[src/rtl/rr_mux_arbiter.sv]
// -----------------------------------------------------------------------------
// rr_mux_arbiter
//
// Round-robin arbiter that shares one 4:1 data mux between four requesters
// A..D. A grant is held until its owner drops the request, so a transfer is
// never split. The next owner is chosen on the release edge, so a busy bus
// hands over from one owner to the next without an idle cycle.
//
// Optional feature (compile-time macro ARB_TIMEOUT_EN):
//   defined   - an owner is re-arbitrated after MAX_HOLD consecutive grant
//               cycles. Another requester preempts it. If nobody else is
//               requesting, the same owner is re-granted with no gap.
//   undefined - an owner holds as long as its request stays high, and
//               MAX_HOLD is ignored.
//
// Parameters:
//   DATA_W   - width of each data lane and of y
//   MAX_HOLD - max consecutive grant cycles per owner (1..255), timeout only
//
// Ports:
//   clk  - rising-edge clock
//   rst  - synchronous reset, active-high
//   req  - request lines, bit0=A .. bit3=D
//   a..d - lane 0..3 data
//   gnt  - registered one-hot grant, 0 when idle
//   sel  - registered select of the current owner (00=a .. 11=d)
//   busy - registered, 1 while a grant is held
//   y    - selected lane while busy, else 0 (combinational)
// -----------------------------------------------------------------------------
module rr_mux_arbiter #(
    parameter int unsigned DATA_W   = 1,
    parameter int unsigned MAX_HOLD = 8
) (
    input  logic              clk,
    input  logic              rst,
    input  logic [3:0]        req,
    input  logic [DATA_W-1:0] a,
    input  logic [DATA_W-1:0] b,
    input  logic [DATA_W-1:0] c,
    input  logic [DATA_W-1:0] d,
    output logic [3:0]        gnt,
    output logic [1:0]        sel,
    output logic              busy,
    output logic [DATA_W-1:0] y
);

    if (MAX_HOLD < 1 || MAX_HOLD > 255) begin : g_max_hold_check
        $error("rr_mux_arbiter: MAX_HOLD must be in 1..255");
    end

    typedef enum logic [0:0] {
        StIdle,
        StGrant
    } state_t;

    state_t      r_state;
    state_t      w_state_next;
    logic [3:0]  r_gnt;
    logic [3:0]  w_gnt_next;
    logic [1:0]  r_sel;
    logic [1:0]  w_sel_next;
    logic        r_busy;
    logic        w_busy_next;
    logic [1:0]  r_ptr;
    logic [1:0]  w_ptr_next;

    logic [1:0]  w_arb_ptr;
    logic        w_found;
    logic [1:0]  w_win;
    logic        w_rearb;

`ifdef ARB_TIMEOUT_EN
    logic [7:0]  r_hold;
    logic [7:0]  w_hold_next;
    logic        w_timeout;

    assign w_timeout = (r_state == StGrant) && (r_hold == 8'(MAX_HOLD - 1));
`endif

    // While granted, the arbiter only matters on a release or timeout edge, and
    // both of those re-arbitrate with the pointer set to the current owner.
    // Using r_sel directly lets one arbiter serve both states.
    assign w_arb_ptr = (r_state == StGrant) ? r_sel : r_ptr;

    // Scan from ptr+1 upward with wrap; descending loop so the nearest lane
    // overwrites farther ones and wins.
    always_comb begin
        logic [1:0] cand;
        w_found = 1'b0;
        w_win   = 2'b00;
        cand    = 2'b00;
        for (int i = 4; i >= 1; i--) begin
            cand = w_arb_ptr + 2'(i);
            if (req[cand]) begin
                w_found = 1'b1;
                w_win   = cand;
            end
        end
    end

    // Next-state and registered-output logic.
    always_comb begin
        w_state_next = r_state;
        w_gnt_next   = r_gnt;
        w_sel_next   = r_sel;
        w_busy_next  = r_busy;
        w_ptr_next   = r_ptr;
        w_rearb      = 1'b0;

        case (r_state)
            StIdle: begin
                if (w_found) begin
                    w_rearb = 1'b1;
                end
            end
            StGrant: begin
                if (!req[r_sel]) begin
                    w_ptr_next = r_sel;
                    if (w_found) begin
                        w_rearb = 1'b1;
                    end else begin
                        w_state_next = StIdle;
                        w_gnt_next   = 4'b0000;
                        w_busy_next  = 1'b0;
                    end
`ifdef ARB_TIMEOUT_EN
                end else if (w_timeout) begin
                    // Owner still requests, so w_found is set; it wins only
                    // when no other lane is pending.
                    w_ptr_next = r_sel;
                    w_rearb    = 1'b1;
`endif
                end
            end
            default: begin
                w_state_next = StIdle;
                w_gnt_next   = 4'b0000;
                w_busy_next  = 1'b0;
            end
        endcase

        if (w_rearb) begin
            w_state_next = StGrant;
            w_gnt_next   = 4'b0001 << w_win;
            w_sel_next   = w_win;
            w_busy_next  = 1'b1;
        end
    end

`ifdef ARB_TIMEOUT_EN
    // Clears on every grant (including a re-grant), counts while granted.
    always_comb begin
        w_hold_next = 8'd0;
        if (!w_rearb && (r_state == StGrant) && (w_state_next == StGrant)) begin
            w_hold_next = r_hold + 8'd1;
        end
    end

    always_ff @(posedge clk) begin
        if (rst) begin
            r_hold <= 8'd0;
        end else begin
            r_hold <= w_hold_next;
        end
    end
`endif

    always_ff @(posedge clk) begin
        if (rst) begin
            r_state <= StIdle;
            r_gnt   <= 4'b0000;
            r_sel   <= 2'b00;
            r_busy  <= 1'b0;
            r_ptr   <= 2'b11;
        end else begin
            r_state <= w_state_next;
            r_gnt   <= w_gnt_next;
            r_sel   <= w_sel_next;
            r_busy  <= w_busy_next;
            r_ptr   <= w_ptr_next;
        end
    end

    assign gnt  = r_gnt;
    assign sel  = r_sel;
    assign busy = r_busy;

    always_comb begin
        y = '0;
        if (r_busy) begin
            case (r_sel)
                2'b00:   y = a;
                2'b01:   y = b;
                2'b10:   y = c;
                default: y = d;
            endcase
        end
    end

endmodule

[config.mk]
export PLATFORM = sky130hd
export DESIGN_NAME = rr_mux_arbiter
export DESIGN_NICKNAME = d
export VERILOG_FILES = /design/src/rtl/rr_mux_arbiter.sv
export SDC_FILE = /design/constraint.sdc
export NUM_CORES = 1
export LEC_CHECK = 0
export BUFFER_PORTS_ARGS = -buffer_cell sky130_fd_sc_hd__clkbuf_2
export CELL_PAD_IN_SITES_DETAIL_PLACEMENT = 1
export CELL_PAD_IN_SITES_GLOBAL_PLACEMENT = 2
export CORE_MARGIN = 4
export CORE_UTILIZATION = 28
export CTS_CLUSTER_DIAMETER = 100
export DETAILED_ROUTE_END_ITERATION = 16
export PLACE_DENSITY = 0.85
export SETUP_SLACK_MARGIN = 0.2
export SLEW_MARGIN = 10
export SYNTH_ARGS = -nofsm -noshare
export SYNTH_HDL_FRONTEND = slang
export SYNTH_SLANG_ARGS = --single-unit
[constraint.sdc]
create_clock -name clk -period 1.8 [get_ports clk]
set_input_delay 0.36 -clock clk [delete_from_list [all_inputs] [get_ports clk]]
set_output_delay 0.36 -clock clk [all_outputs]
set_load 0.02 [all_outputs]
==> flow_summary_export.csv, run 1 <==
group,metric,value,unit
floorplan,start_util,0.300,
power_and_ir_drop,powerDensity,867,nW/µm²
routing,wl_per_cell,14.9,µm
timing,post-route-period-util,0.978,
placement,gp_congestion,0.808,
synthesis,yosysWarnings,0,
cts,worstSkewPairLatency,0.26,ns
global_route,grt.total_usage,0.134,
floorplan,dieArea,2920,µm²
timing,final-setup-viol-count,0,
cts,cts_tree,"built",
final_layout,area_growth_syn_to_layout,47.6,%
floorplan,core_area,1980,µm²
setup_path,endpoint,"y",
power_and_ir_drop,total_leakage_power,0.393,nW
synthesis,synthesis.nets,73,
floorplan,die_h,54.1,µm
setup_path,cp_max_fo,2,
timing,rsz0062_at_grt,"true",
routing,first_iter_violations,2,
final_layout,num-fill-cells,230,
synthesis,avgSynthCellArea,9.43,µm²
global_route,grt_overflow,0,
worst_hold_path,holdCritPathClass,"in2reg",
floorplan,core.rowCount,16,
synthesis,synthTopCellsByArea,"dfxtp_1 (34%), mux4_2 (7.6%), o41ai_2 (5.5%), a21oi_1 (3.4%), and4b_1 (3.4%)",
synthesis,yosys.area.top_type_share,0.337,
timing,hold_violations,0,
cts,numClockSinks,10,
synthesis,yosysTopAreaCell,"dfxtp_1",
cts,clkTransAtPathRegs,0.07,ns
setup_path,crit_type,"reg2out",
global_route,grt_pass1_wl,2900,µm
global_route,grt_max_degree,14,
placement,dp_hpwl,1180,µm
status,status,"completed",
synthesis,ys_ff_latch,10,
routing,drtPass1Iterations,3,
routing,vias_per_cell,5.22,
cts,htree_levels,1,
final_layout,antenna_cells,0,
final_layout,fin_nets,102,
setup_path,rrSetupSlack,0.16,ns
final_layout,register_area,208,µm²
timing,skew,0.00109,ns
final_layout,multiInputGateArea,410,µm²
placement,port_buffers,17,
timing,clock.fmax,0.568,GHz
floorplan,io_pins,18,
power_and_ir_drop,ir_drop,0.000448,V
timing,tns,0,ns
global_route,grt_pass1_vias,634,
synthesis,yosysUniqueCellTypes,31,
setup_path,worstSetupStartpoint,"sel[0]",
run,cap_violations,0,
timing,timing.hold.ws,0.452,ns
setup_path,worstPathRequired,1.44,ns
final_layout,drive_gt1_frac,0.505,
routing,antenna_left,0,
setup_path,cp-start-kind,"flip-flop",
global_route,grt_antenna_before_repair,0,
cts,clock_path_buffers,2,
setup_path,arrival,1.40,ns
setup_path,r2r-start,"sel[1]",
cts,cts-root-buf,"clkbuf_4",
cts,ctsHoldBuffers,0,
synthesis,synthesis.instances,63,
timing,worstMarginPinSlew,0.389,ns
setup_path,reg2regPathDepth,4,
timing,post-route-min-period,1.76,ns
synthesis,synthesis.area,594,µm²
synthesis,yosysSeqAreaShare,0.337,
cts,cts_buffers,3,
routing,routed_wl,1760,µm
setup_path,end_kind,"primary output",
timing,finalMaxSlewViolations,0,
routing,vias,616,
routing,drc,0,
setup_path,rr_endpoint,"gnt[1]",
timing,slew_headroom,0.740,
floorplan,chipWidth,54.1,µm
## timing repair
action	in CTS	in global routing
buffers inserted	5	0
setup endpoints to repair	7	7
gates cloned	1	0
resized for setup	7	8
pin swaps	3	3
## registers in the layout, indices dropped and copies added (netlist names)
register	count
r_ptr	2
gnt	4
sel	2
busy	1
r_state	1
## cells in the final DEF, fill, tap and decap left out, drive strengths merged, types with 2 or more instances in the layout
| cell | count |
|---|---|
| clkbuf | 20 |
| buf | 11 |
| dfxtp | 10 |
| nor2 | 5 |
| nand2 | 4 |
| a21oi | 4 |
| inv | 3 |
| and2 | 3 |
| mux4 | 2 |
| nor2b | 2 |
| and4b | 2 |
| a31o | 2 |
| a211oi | 2 |
| a211o | 2 |
| nand4b | 2 |
| o41ai | 2 |
| a21o | 2 |
## worst max-delay path, cell delays in order (launching register included)
cell and delay [ns]:
dfxtp_4 0.36, mux4_2 0.50, and2_4 0.16, buf_8 0.12
## area by class of cell
type,instances,area share
inverters,3,0.0128
repair buffers,27,0.203
flip-flops and latches,10,0.237
clock buffers,4,0.0414
well taps,27,0.0385
multi-input cells,47,0.468
## cell usage after synthesis (all sizes together)
master,count
dfxtp,10
nor2,5
a21oi,4
nand2,4
and2,3
buf,3
inv,3
a211o,2
a211oi,2
a31o,2
and4b,2
mux4,2
nand4b,2
nor2b,2
o41ai,2
a21o,1
clkbuf,1
mux2,1
mux2i,1
nand2b,1
nand3,1
nand3b,1
nor3,1
nor3b,1
nor4,1
nor4b,1
nor4bb,1
o211ai,1
o221ai,1
o22ai,1
## routing by layer
metal,GRT usage,share of wire
met5,0,0
met1,0.183,0.48
met4,0.0166,0
met2,0.218,0.48
met3,0.0360,0.044
## how the worst min path moves through the flow
stage | start | end | slack, ns | cells after the start
2_1_floorplan | r_ptr[1] | r_ptr[1] | 0.47 | 1
3_3_place_gp | busy | busy | 0.46 | 2
3_5_place_dp | busy | busy | 0.46 | 2
4_1_cts | rst | busy | 0.44 | 2
5_1_grt | rst | busy | 0.46 | 2
6_report | rst | busy | 0.45 | 2
## power by group
group / internal [mW] / switching, mW / leakage (nW)
Clock: 0.123 / 0.0857 / 0.0210
Combinational: 0.136 / 0.143 / 0.288
Sequential: 0.248 / 0.0240 / 0.0840
Total: 0.507 / 0.253 / 0.393
## kinds of logic after synthesis
kind of cell           after synthesis  share of synthesized area
and+or+nand+nor                     26                      0.267
AOI/OAI and AO/OA                   16                      0.223
DFF                                 10                      0.337
buffers and inverters                7                     0.0610
muxes                                4                      0.112
## metrics by stage
stage	setup slack, ns	power [mW]	area (µm²)	instances	utilization
global placement	0.0377	0.488	738	108	0.372
finish	0.0395	0.760	877	118	0.443
CTS	0.0392	0.744	848	118	0.428
floorplan	0.179	0.428	613	63	-
global route	-0.00653	0.807	877	118	0.443
detailed placement	-0.00808	0.491	738	108	0.372
Power figures use the tool's default switching activity.
==> inputs of run 2 (changes only) <==
--- a/config.mk
+++ b/config.mk
@@ -13,7 +13,7 @@
 export CTS_CLUSTER_DIAMETER = 100
 export DETAILED_ROUTE_END_ITERATION = 16
 export PLACE_DENSITY = 0.85
-export SETUP_SLACK_MARGIN = 0.2
+export SETUP_SLACK_MARGIN = 0.02
 export SLEW_MARGIN = 10
 export SYNTH_ARGS = -nofsm -noshare
 export SYNTH_HDL_FRONTEND = slang
==> run 2 against run 1 <==
Compared with the run above:
- worst hold slack worse by 0.095 ns
- final area shrank 5.1%
- global-route usage grew 1.7 points
- clock power grew 3%
- flip-flop and latch count is the same
- first-iteration DRC count rose to 5.5 times the previous value
- die area is the same
- final cell count is 0.85% higher
- sequential power down 1%
- critical path type unchanged
- largest cell class unchanged
- highest routed layer is now met4
==> flow_summary_export.csv, run 2 (synthesized netlist as in run 1, its figures left out) <==
group,metric,value,unit
global_route,grt_pass1_vias,651,
cts,worstSkewPairLatency,0.28,ns
setup_path,arrival,1.38,ns
power_and_ir_drop,pwr-share-comb,0.350,
setup_path,worstPathRequired,1.44,ns
power_and_ir_drop,p_total,743,µW
worst_hold_path,holdCritPathClass,"in2reg",
final_layout,final_cell_mix,"clkbuf_2 (16), buf_4 (12), dfxtp_1 (8), nor2_1 (5)",
floorplan,core_area,1980,µm²
placement,dp_hpwl,1390,µm
final_layout,area_growth_syn_to_layout,40.0,%
routing,vias_per_cell,5.16,
placement,gp_congestion,0.830,
timing,post-route-min-period,1.74,ns
routing,antenna_left,0,
placement,place_ws,0.0504,ns
setup_path,end_kind,"primary output",
timing,timing.hold.ws,0.357,ns
final_layout,drive_gt1_frac,0.446,
routing,drtPass1Iterations,4,
cts,htree_levels,1,
timing,slew_headroom,0.724,
cts,clkTransAtPathRegs,0.07,ns
setup_path,cp-start-kind,"flip-flop",
power_and_ir_drop,ir_drop,0.000321,V
floorplan,core.rowCount,16,
global_route,grt.total_usage,0.151,
setup_path,cp_max_fo,2,
power_and_ir_drop,sw_frac_of_total,0.335,
setup_path,crit_type,"reg2out",
run,cap_violations,0,
power_and_ir_drop,p_switching,249,µW
setup_path,slowest_stage,"mux4_2",
cts,cts-root-buf,"clkbuf_4",
floorplan,dieArea,2920,µm²
timing,skew,0.00314,ns
routing,routed_wl,1890,µm
timing,worstMarginPinSlew,0.412,ns
floorplan,die_h,54.1,µm
cts,cts_tree,"built",
global_route,grt_max_degree,14,
timing,finalMaxSlewViolations,0,
final_layout,final_common_cell,"clkbuf_2",
timing,hold_violations,0,
power_and_ir_drop,pwr-share-clk,0.289,
placement,port_buffers,17,
routing,first_iter_violations,11,
timing,final-setup-viol-count,0,
status,status,"completed",
power_and_ir_drop,powerDensity,893,nW/µm²
final_layout,fin_nets,103,
cts,ctsHoldBuffers,0,
cts,cts_buffers,3,
cts,clock_path_buffers,2,
setup_path,cpPeakStageDelay,0.48,ns
timing,rsz0062_at_grt,"true",
global_route,grt_antenna_before_repair,0,
timing,fin_ws,0.0595,ns
placement,dpl.cell_count,112,
power_and_ir_drop,total_leakage_power,0.380,nW
power_and_ir_drop,seqPwrFrac,0.361,
floorplan,start_util,0.300,
floorplan,chipWidth,54.1,µm
global_route,grt_overflow,0,
timing,clock.fmax,0.575,GHz
global_route,grt_pass1_wl,3050,µm
cts,numClockSinks,10,
routing,drc,0,
routing,vias,614,
setup_path,crit_buf_inv,1,
timing,tns,0,ns
routing,wl_per_cell,15.8,µm
final_layout,final_cell_count_no_fill,119,
power_and_ir_drop,intPower,494,µW
final_layout,largest_reg_flops,4,
setup_path,path_cells,"mux4_2, and2_4, buf_8",
setup_path,cp_top_family,"multiplexers",
timing,post-route-period-util,0.967,
final_layout,antenna_cells,0,
floorplan,io_pins,18,
-- run 2: cell types whose count changed in the layout (fill, tap and decap cells not counted), sizes merged --
| cell | delta |
|---|---|
| a21o | -1 |
| buf | +2 |
-- run 2: path summary, 6_finish.rpt --
path / start / to / slack, ns / cells past startpoint
max: sel[0] / y / 0.06 / 3
min: req[2] / r_state / 0.36 / 3
max reg2reg: sel[1] / gnt[2] / 0.13 / 6
min reg2reg: busy / busy / 0.49 / 2
-- run 2: repair_timing --
| action | in CTS | in global routing |
|---|---|---|
| resized for setup | 5 | 1 |
| endpoints found under the setup margin | 1 | 2 |
| hold endpoints to repair | 0 | 0 |
| buffers inserted | 1 | 2 |
| pin swaps | 1 | 1 |
-- run 2: layout make-up --
type | count | area (µm²)
Multi-Input combinational cell | 46 | 360
Clock buffer | 4 | 36.3
Timing Repair Buffer | 29 | 185
Inverter | 3 | 11.3
Fill cell | 237 | 1150
Sequential cell | 10 | 205
Tap cell | 27 | 33.8
-- run 2: metal layers --
metal / global-route usage / up-vias / part of all wire
met1: 0.178 / 295 / 0.43
met4: 0.0871 / 0 / 0.014
met5: 0 / - / 0
li1: - / 297 / -
met3: 0.0305 / 4 / 0.057
met2: 0.252 / 18 / 0.50
-- run 2: worst register-to-register path, stage by stage (launching register included) --
cell	delay, ns
dfxtp_2	0.33
buf_4	0.16
mux2_2	0.29
o221ai_1	0.18
o211ai_1	0.22
buf_4	0.21
o41ai_2	0.21
-- run 2: through the flow --
step	area, µm²	util
detailed placement	757	0.382
global route	832	0.420
global placement	757	0.382
CTS	816	0.412
floorplan	596	-
finish	832	0.420
-- run 2: power groups by stage --
stage,logic (mW),clock network [mW],registers [mW]
final,0.260,0.215,0.268
after global routing,0.285,0.230,0.271
after CTS,0.246,0.216,0.268
after detailed placement,0.227,0,0.277
after global placement,0.219,0,0.276
after floorplan,0.123,0,0.295
==> inputs of run 3 (changes only) <==
--- a/config.mk
+++ b/config.mk
@@ -5,14 +5,15 @@
 export SDC_FILE = /design/constraint.sdc
 export NUM_CORES = 1
 export LEC_CHECK = 0
+export ABC_AREA = 1
 export BUFFER_PORTS_ARGS = -buffer_cell sky130_fd_sc_hd__clkbuf_2
 export CELL_PAD_IN_SITES_DETAIL_PLACEMENT = 1
 export CELL_PAD_IN_SITES_GLOBAL_PLACEMENT = 2
 export CORE_MARGIN = 4
-export CORE_UTILIZATION = 28
+export CORE_UTILIZATION = 26
 export CTS_CLUSTER_DIAMETER = 100
 export DETAILED_ROUTE_END_ITERATION = 16
-export PLACE_DENSITY = 0.85
+export PLACE_DENSITY = 0.86
 export SETUP_SLACK_MARGIN = 0.02
 export SLEW_MARGIN = 10
 export SYNTH_ARGS = -nofsm -noshare
==> run 3 against run 2 <==
Compared with the run above:
- via count rose by 35%
- synthesized cell count grew 94%
- final cell count increased by 49%
- die area rose by 31%
- final area is 17% higher
- combinational power grew to 3.9 times the previous value
- critical path type is now reg2reg
- critical endpoint is now gnt[2]
- largest cell class unchanged
- largest power group is now combinational logic
==> flow_summary_export.csv, run 3 <==
group,metric,value,unit
status,status,"completed",
timing,final-setup-viol-count,0,
floorplan,start_util,0.274,
setup_path,slowest_stage,"dfxtp_4",
synthesis,yosysUniqueCellTypes,19,
synthesis,synthesis.area,754,µm²
global_route,grt.total_usage,0.132,
final_layout,postLayoutCoreUtil,0.353,
final_layout,final_cell_mix,"nand2_1 (41), clkbuf_2 (17), inv_1 (12), a21oi_1 (10)",
synthesis,synthesis.nets,132,
cts,cts_buffers,3,
synthesis,yosysTopAreaCell,"dfxtp_1",
timing,post-route-min-period,1.63,ns
cts,cts-root-buf,"clkbuf_4",
cts,clock_path_buffers,2,
synthesis,synthesis.instances,122,
global_route,grt_pass1_wl,3840,µm
synthesis,synth_most_common_cell,"nand2_1",
power_and_ir_drop,p_total,1.61,mW
setup_path,end_kind,"flip-flop",
timing,tns,0,ns
floorplan,io_pins,18,
routing,route.met3.wl,76,µm
final_layout,largest_reg_flops,4,
routing,vias_per_cell,4.69,
cts,ctsHoldBuffers,0,
timing,slew_headroom,0.876,
placement,port_buffers,17,
routing,first_iter_violations,6,
power_and_ir_drop,total_leakage_power,0.527,nW
synthesis,yosysWarnings,0,
final_layout,final_common_cell,"nand2_1",
cts,cts_tree,"built",
worst_hold_path,holdCritPathClass,"in2reg",
placement,dpl.cell_count,172,
floorplan,core.rowCount,19,
synthesis,yosysSeqAreaShare,0.265,
timing,post-route-period-util,0.903,
global_route,grt_pass1_vias,853,
synthesis,yosys.area.top_type_share,0.265,
routing,antenna_left,0,
timing,timing.hold.ws,0.361,ns
setup_path,path_cells,"inv_4, nand2_4, nand2_4, nand2_2, nand3_2, nand2_2, nor2_4, nand2_2, nand2_4, inv_4, nor2_8, nand2_1, a21oi_1",
global_route,grt_max_degree,8,
setup_path,endpoint,"gnt[2]",
timing,skew,0.00132,ns
routing,wl_met1,1010,µm
routing,routed_wl,2160,µm
floorplan,chipWidth,61.9,µm
placement,post_dp_cell_area,893,µm²
synthesis,ys_ff_latch,10,
routing,drtPass1Iterations,3,
global_route,grt_overflow,0,
final_layout,fin_nets,157,
global_route,grt_antenna_before_repair,0,
setup_path,rrSetupSlack,0.17,ns
setup_path,worstSetupStartpoint,"r_state",
synthesis,synthFlopType,"dfxtp_1",
synthesis,synthTopCellsByArea,"dfxtp_1 (27%), nand2_1 (22%), a21oi_1 (6.6%), nand3_1 (6.6%), inv_1 (6.5%)",
synthesis,synth_edf_count,0,
setup_path,cpPeakStageDelay,0.38,ns
final_layout,area_growth_syn_to_layout,28.9,%
setup_path,crit_type,"reg2reg",
timing,hold_violations,0,
final_layout,final_cell_count_no_fill,177,
final_layout,antenna_cells,0,
cts,htree_levels,1,
floorplan,die_h,61.9,µm
routing,drc,0,
timing,fin_ws,0.175,ns
cts,worstSkewPairLatency,0.26,ns
placement,gp_congestion,0.819,
timing,finalMaxSlewViolations,0,
setup_path,r2r-start,"r_state",
synthesis,async_flop_share,0,
placement,dp_hpwl,1830,µm
routing,top_layer,"met4",
setup_path,cp_max_fo,6,
setup_path,reg2regPathDepth,13,
setup_path,cp-start-kind,"flip-flop",
power_and_ir_drop,powerDensity,1660,nW/µm²
run,cap_violations,0,
cts,clkTransAtPathRegs,0.07,ns
power_and_ir_drop,ir_drop,0.000697,V
placement,place_ws,-0.0178,ns
final_layout,stdcell_area,972,µm²
cts,numClockSinks,10,
timing,clock.fmax,0.615,GHz
routing,wl_per_cell,12.2,µm
final_layout,drive_gt1_frac,0.356,
synthesis,synth_common_cells,"nand2_1 (45), inv_1 (13), a21oi_1 (10), dfxtp_1 (10), nand3_1 (10)",
routing,vias,831,
timing,rsz0062_at_grt,"false",
synthesis,avgSynthCellArea,6.18,µm²
setup_path,worstPathRequired,1.99,ns
routing,met2_length,1060,µm
floorplan,dieArea,3830,µm²
floorplan,core_area,2760,µm²
setup_path,rr_endpoint,"gnt[2]",
setup_path,arrival,1.82,ns
timing,worstMarginPinSlew,0.185,ns
run 3: final cells by class:
cell class / instances / area, µm²
Timing Repair Buffer: 20 / 108
Fill cell: 368 / 1790
Tap cell: 31 / 38.8
Sequential cell: 10 / 210
Multi-Input combinational cell: 96 / 514
Inverter: 16 / 65.1
Clock buffer: 4 / 36.3
run 3: power breakdown:
| group | switching [mW] | internal, mW | leakage, nW |
|---|---|---|---|
| clock | 0.0762 | 0.123 | 0.0210 |
| combinational | 0.671 | 0.350 | 0.422 |
| sequential | 0.0776 | 0.313 | 0.0837 |
run 3: logic make-up (layout without fill, tap and decap cells):
family / count (synthesis) / after routing / share of synthesized area
simple gates: 79 / 79 / 0.526
buf+inv: 16 / 40 / 0.0829
compound gates: 17 / 17 / 0.126
flops: 10 / 10 / 0.265
run 3: worst max-delay path, delay by kind of cell (launching register included):
family	cells	cell delay, ns
simple gates	10	0.90
flops	1	0.38
buf+inv	2	0.15
compound gates	1	0.14
run 3: metal layers:
| metal | global-route usage | vias to the layer above |
|---|---|---|
| li1 | - | 438 |
| met1 | 0.168 | 377 |
| met2 | 0.230 | 14 |
| met3 | 0.0145 | 2 |
| met4 | 0.0455 | 0 |
| met5 | 0 | - |
run 3: worst min path at each step:
stage	startpoint	end	slack, ns	cells after the start
global placement	gnt[1]	gnt[1]	0.45	2
finish	rst	gnt[0]	0.36	2
detailed placement	gnt[3]	gnt[3]	0.46	2
floorplan	rst	busy	0.43	1
CTS	rst	gnt[0]	0.36	2
global route	rst	gnt[3]	0.37	2
run 3: what timing repair did:
| action | 4_1_cts | 5_1_grt |
|---|---|---|
| buffers inserted | 0 | 1 |
| pin swaps | 0 | 2 |
| gates resized for setup | 1 | 14 |
| setup endpoints to repair | 5 | 7 |
